--- src/rtl/stream_mux_4to1_rr.sv ---
// Four-channel to one stream merger with round-robin arbitration and a single
// registered output stage; out_sel carries the source channel index.
module stream_mux_4to1_rr #(
  parameter int WIDTH = 8
) (
  input  logic             clk,
  input  logic             rst,
  input  logic [WIDTH-1:0] in0_data,
  input  logic [WIDTH-1:0] in1_data,
  input  logic [WIDTH-1:0] in2_data,
  input  logic [WIDTH-1:0] in3_data,
  input  logic             in0_valid,
  input  logic             in1_valid,
  input  logic             in2_valid,
  input  logic             in3_valid,
  output logic             in0_ready,
  output logic             in1_ready,
  output logic             in2_ready,
  output logic             in3_ready,
  output logic [WIDTH-1:0] out_data,
  output logic [1:0]       out_sel,
  output logic             out_valid,
  input  logic             out_ready
);
  localparam int NUM_LANES = 4;

  logic [NUM_LANES-1:0]            vld;
  logic [NUM_LANES-1:0]            rdy;
  logic [NUM_LANES-1:0][WIDTH-1:0] dat;
  logic [1:0]                      ptr;
  logic [1:0]                      gnt;
  logic                            gnt_vld;
  logic                            load_en;
  logic                            take;

  assign vld = {in3_valid, in2_valid, in1_valid, in0_valid};
  assign dat = {in3_data, in2_data, in1_data, in0_data};

  assign load_en = ~out_valid | out_ready;

  // Scan from the farthest candidate down so the one closest to ptr wins.
  always_comb begin
    logic [1:0] idx;
    gnt_vld = 1'b0;
    gnt     = ptr;
    idx     = ptr;
    for (int i = NUM_LANES - 1; i >= 0; i--) begin
      idx = ptr + 2'(i);
      if (vld[idx]) begin
        gnt_vld = 1'b1;
        gnt     = idx;
      end
    end
  end

  for (genvar k = 0; k < NUM_LANES; k++) begin : g_rdy
    assign rdy[k] = load_en & gnt_vld & (gnt == 2'(k)) & ~rst;
  end

  assign {in3_ready, in2_ready, in1_ready, in0_ready} = rdy;
  assign take = |rdy;

  always_ff @(posedge clk) begin
    if (rst) begin
      out_valid <= 1'b0;
      out_data  <= '0;
      out_sel   <= 2'd0;
      ptr       <= 2'd0;
    end else if (take) begin
      out_valid <= 1'b1;
      out_data  <= dat[gnt];
      out_sel   <= gnt;
      ptr       <= gnt + 2'd1;
    end else if (out_ready) begin
      out_valid <= 1'b0;
    end
  end
endmodule
--- config.mk ---
export PLATFORM = sky130hd
export DESIGN_NAME = stream_mux_4to1_rr
export DESIGN_NICKNAME = d
export VERILOG_FILES = /design/src/rtl/stream_mux_4to1_rr.sv
export SDC_FILE = /design/constraint.sdc
export NUM_CORES = 1
export LEC_CHECK = 0
export BUFFER_PORTS_ARGS = -buffer_cell sky130_fd_sc_hd__buf_2
export CORE_UTILIZATION = 45
export DETAILED_ROUTE_END_ITERATION = 8
export PLACE_DENSITY = 0.83
export SKIP_CTS_REPAIR_TIMING = 1
export SLEW_MARGIN = 30
export SYNTH_ARGS = -nofsm -noshare
export SYNTH_HDL_FRONTEND = slang
export SYNTH_SLANG_ARGS = --single-unit
--- constraint.sdc ---
create_clock -name clk -period 2.9 [get_ports clk]
set_input_delay 0.29 -clock clk [delete_from_list [all_inputs] [get_ports clk]]
set_output_delay 0.29 -clock clk [all_outputs]
set_load 0.01 [all_outputs]
==> impl_metrics.env <==
export IMPL_status="complete, no violations"
export IMPL_dieArea_mm2=0.00214
export IMPL_worstSetupEndpoint="in1_ready"
export IMPL_tightest_slew_ns=0.430
export IMPL_diodes=0
export IMPL_layout_nets=182
export IMPL_combPwrFrac_pct=38.3
export IMPL_finalSetupViolCount=0
export IMPL_period_share_pct=75.5
export IMPL_cp_start_kind="flop"
export IMPL_rsz0062_at_grt="false"
export IMPL_peakVddDrop_v=0.000332
export IMPL_rr_startpoint="ptr[1]"
export IMPL_critPathLaunch="ptr[1]"
export IMPL_ctsRootBufferMaster="clkbuf_4"
export IMPL_grt_pass1_wl_um=3410
export IMPL_seqPwrFrac_pct=40.2
export IMPL_yosys_warnings=0
export IMPL_yosys_top_cells_area="dfxtp_1 (29%), mux2i_1 (18%), o221ai_2 (14%), nand3b_1 (6.8%), nor2_1 (3.8%)"
export IMPL_fp_row_count=15
export IMPL_insertion_delay_ns=0.29
export IMPL_grt_pass1_vias=869
export IMPL_grt_usage_pct=22.6
export IMPL_synth_cell_types=27
export IMPL_cts_inserted_buffers=3
export IMPL_pre_cts_ws_ns=0.961
export IMPL_first_pass_iters=4
export IMPL_grtUsageMet2_pct=43.6
export IMPL_synthCells=88
export IMPL_grt_start_max_net_pins=23
export IMPL_setup_ws_ns=0.711
export IMPL_tns_ns=0
export IMPL_power_switching_mw=0.189
export IMPL_clockBufferDepth=2
export IMPL_min_period_ns=2.19
export IMPL_avgRoutedWirePerCell_um=12.9
export IMPL_overflow=0
export IMPL_synth_top_cell_by_area="dfxtp_1"
export IMPL_cts_tree="built"
export IMPL_die_h_um=46.3
export IMPL_internal_power_mw=0.355
export IMPL_worstReg2RegEnd="out_data[2]"
export IMPL_use_met3_pct=6.27
export IMPL_drc=0
export IMPL_io_buffers=53
export IMPL_syn_area_um2=883
export IMPL_h_tree_depth=1
export IMPL_path_max_fanout=10
export IMPL_dr_first_iter_drc_count=11
export IMPL_synth_nets=127
export IMPL_syn_avg_cell_area_um2=10.0
export IMPL_drt_wl_total_um=2160
export IMPL_worstHoldStart="in2_data[6]"
export IMPL_max_slew_margin_pct=71.2
export IMPL_hpwlAfterDp_um=1730
export IMPL_p_per_area_mw_per_mm2=461
export IMPL_ys_seq_area_share_pct=29.5
export IMPL_swShare_pct=34.7
export IMPL_grt_util_met1_pct=21.1
export IMPL_r2r_slack_ns=1.17
export IMPL_ff2ff_path_depth=6
export IMPL_finalClockSkew_ns=0.0172
export IMPL_crit_path_end_kind="output port"
export IMPL_avgViaCountPerCell=5.37
export IMPL_pwr_share_clk_pct=21.5
export IMPL_drv_slew=0
export IMPL_boundaryPins=54
export IMPL_clk_pin_slew_ns=0.10
export IMPL_cts_sinks=13
export IMPL_ys_ff_latch=13
export IMPL_hold_violations=0
export IMPL_hp_class="in -> reg"
export IMPL_synth_top_area_share_pct=29.5
export IMPL_p_leak_nw=0.549
export IMPL_ant_nets=0
export IMPL_vias=897
export IMPL_critical_path_arrival_ns=1.90
export IMPL_gp_congestion=0.687
export IMPL_antenna_found_initial=0
export IMPL_crit_required_ns=2.61
export IMPL_start_util_pct=49.5
export IMPL_max_cap_violations=0
export IMPL_worstSetupPathType="reg -> out"
export IMPL_die_x_um=46.3
export IMPL_core_area_mm2=0.00178
export IMPL_drive_gt1_share_pct=52.1
export IMPL_busiest_layer="met2"
export IMPL_area_growth_synth_to_final_pct=33.6
export IMPL_timing_fmax_ghz=0.457
layer usage:
| metal | wire length, µm | up-vias |
|---|---|---|
| met5 | 0 | - |
| met4 | 14 | 0 |
| met3 | 79 | 2 |
| li1 | - | 441 |
| met2 | 1220 | 31 |
| met1 | 842 | 423 |
final cells by class:
type                       count  area, µm²
clock buffer                   3       22.5
clock inverter                 1       5.00
fill                         151        603
inverter                       2       7.51
multi-input combinational     68        573
sequential                    13        260
tap                           25       31.3
timing repair buffer          55        280
per-stage QoR:
| step | cell area (µm²) | power, mW | std cells | hold WS, ns | utilization [%] |
|---|---|---|---|---|---|
| 2_1_floorplan | 883 | 0.366 | 88 | 0.415 | - |
| 3_3_place_gp | 1150 | 0.424 | 163 | 0.448 | 64.6 |
| 3_5_place_dp | 1150 | 0.433 | 163 | 0.450 | 64.6 |
| 4_1_cts | 1180 | 0.548 | 167 | 0.312 | 66.2 |
| 5_1_grt | 1180 | 0.577 | 167 | 0.317 | 66.2 |
| 6_report | 1180 | 0.544 | 167 | 0.311 | 66.2 |
cell usage in the layout (no fill, tap or decap), types with 2 or more instances in the layout:
master    count
nand2b_1      4
buf_2        53
dfxtp_1      13
buf_4         2
o221ai_2      8
a211oi_1      2
a21oi_1       4
nor2_1        9
nand2_1       3
mux2i_1      16
nand3b_1      8
clkbuf_4      3
inv_1         2
synthesized netlist by cell type, drive strengths merged:
cell type	n
buf	4
a21oi	4
or2	1
nor3	2
nor2b	1
o22ai	1
clkbuf	1
a211oi	2
inv	2
nor2	10
a221o	1
dfxtp	13
nand2	4
nor4	2
mux2i	16
nand3b	8
xor2	1
nand2b	4
nor3b	1
a21boi	1
o221ai	8
or3	1
cell families after synthesis:
logic type / after synthesis / synth area share (%)
compound gates: 17 / 21.0
buf+inv: 7 / 5.66
xor+xnor: 1 / 0.992
flops: 13 / 29.5
simple gates: 34 / 24.8
mux: 16 / 18.1
power groups by stage:
stage	sequential, mW	combinational (mW)	clock [mW]
3_3_place_gp	0.222	0.202	0
2_1_floorplan	0.232	0.134	0
4_1_cts	0.219	0.211	0.118
3_5_place_dp	0.223	0.210	0
5_1_grt	0.222	0.227	0.128
6_report	0.219	0.208	0.117
worst min-delay path by stage:
stage / end / slack (ns) / cells after the start
floorplan: out_valid / 0.42 / 2
global placement: out_sel[0] / 0.45 / 2
detailed placement: out_sel[1] / 0.45 / 2
CTS: out_data[6] / 0.31 / 3
global route: out_data[3] / 0.32 / 3
finish: out_data[6] / 0.31 / 3
flip-flops by register name (all words and copies together), names as in the netlist:
signal and flops:
out_valid 1, out_sel 2, out_data 8, ptr 2
critical path, stage by stage (launching register included):
cell     delay [ns]
dfxtp_1        0.46
nor3b_2        0.11
a221o_1        0.29
o22ai_2        0.21
nand2_2        0.22
nor2_1         0.17
buf_2          0.15
Power figures use the tool's default switching activity.
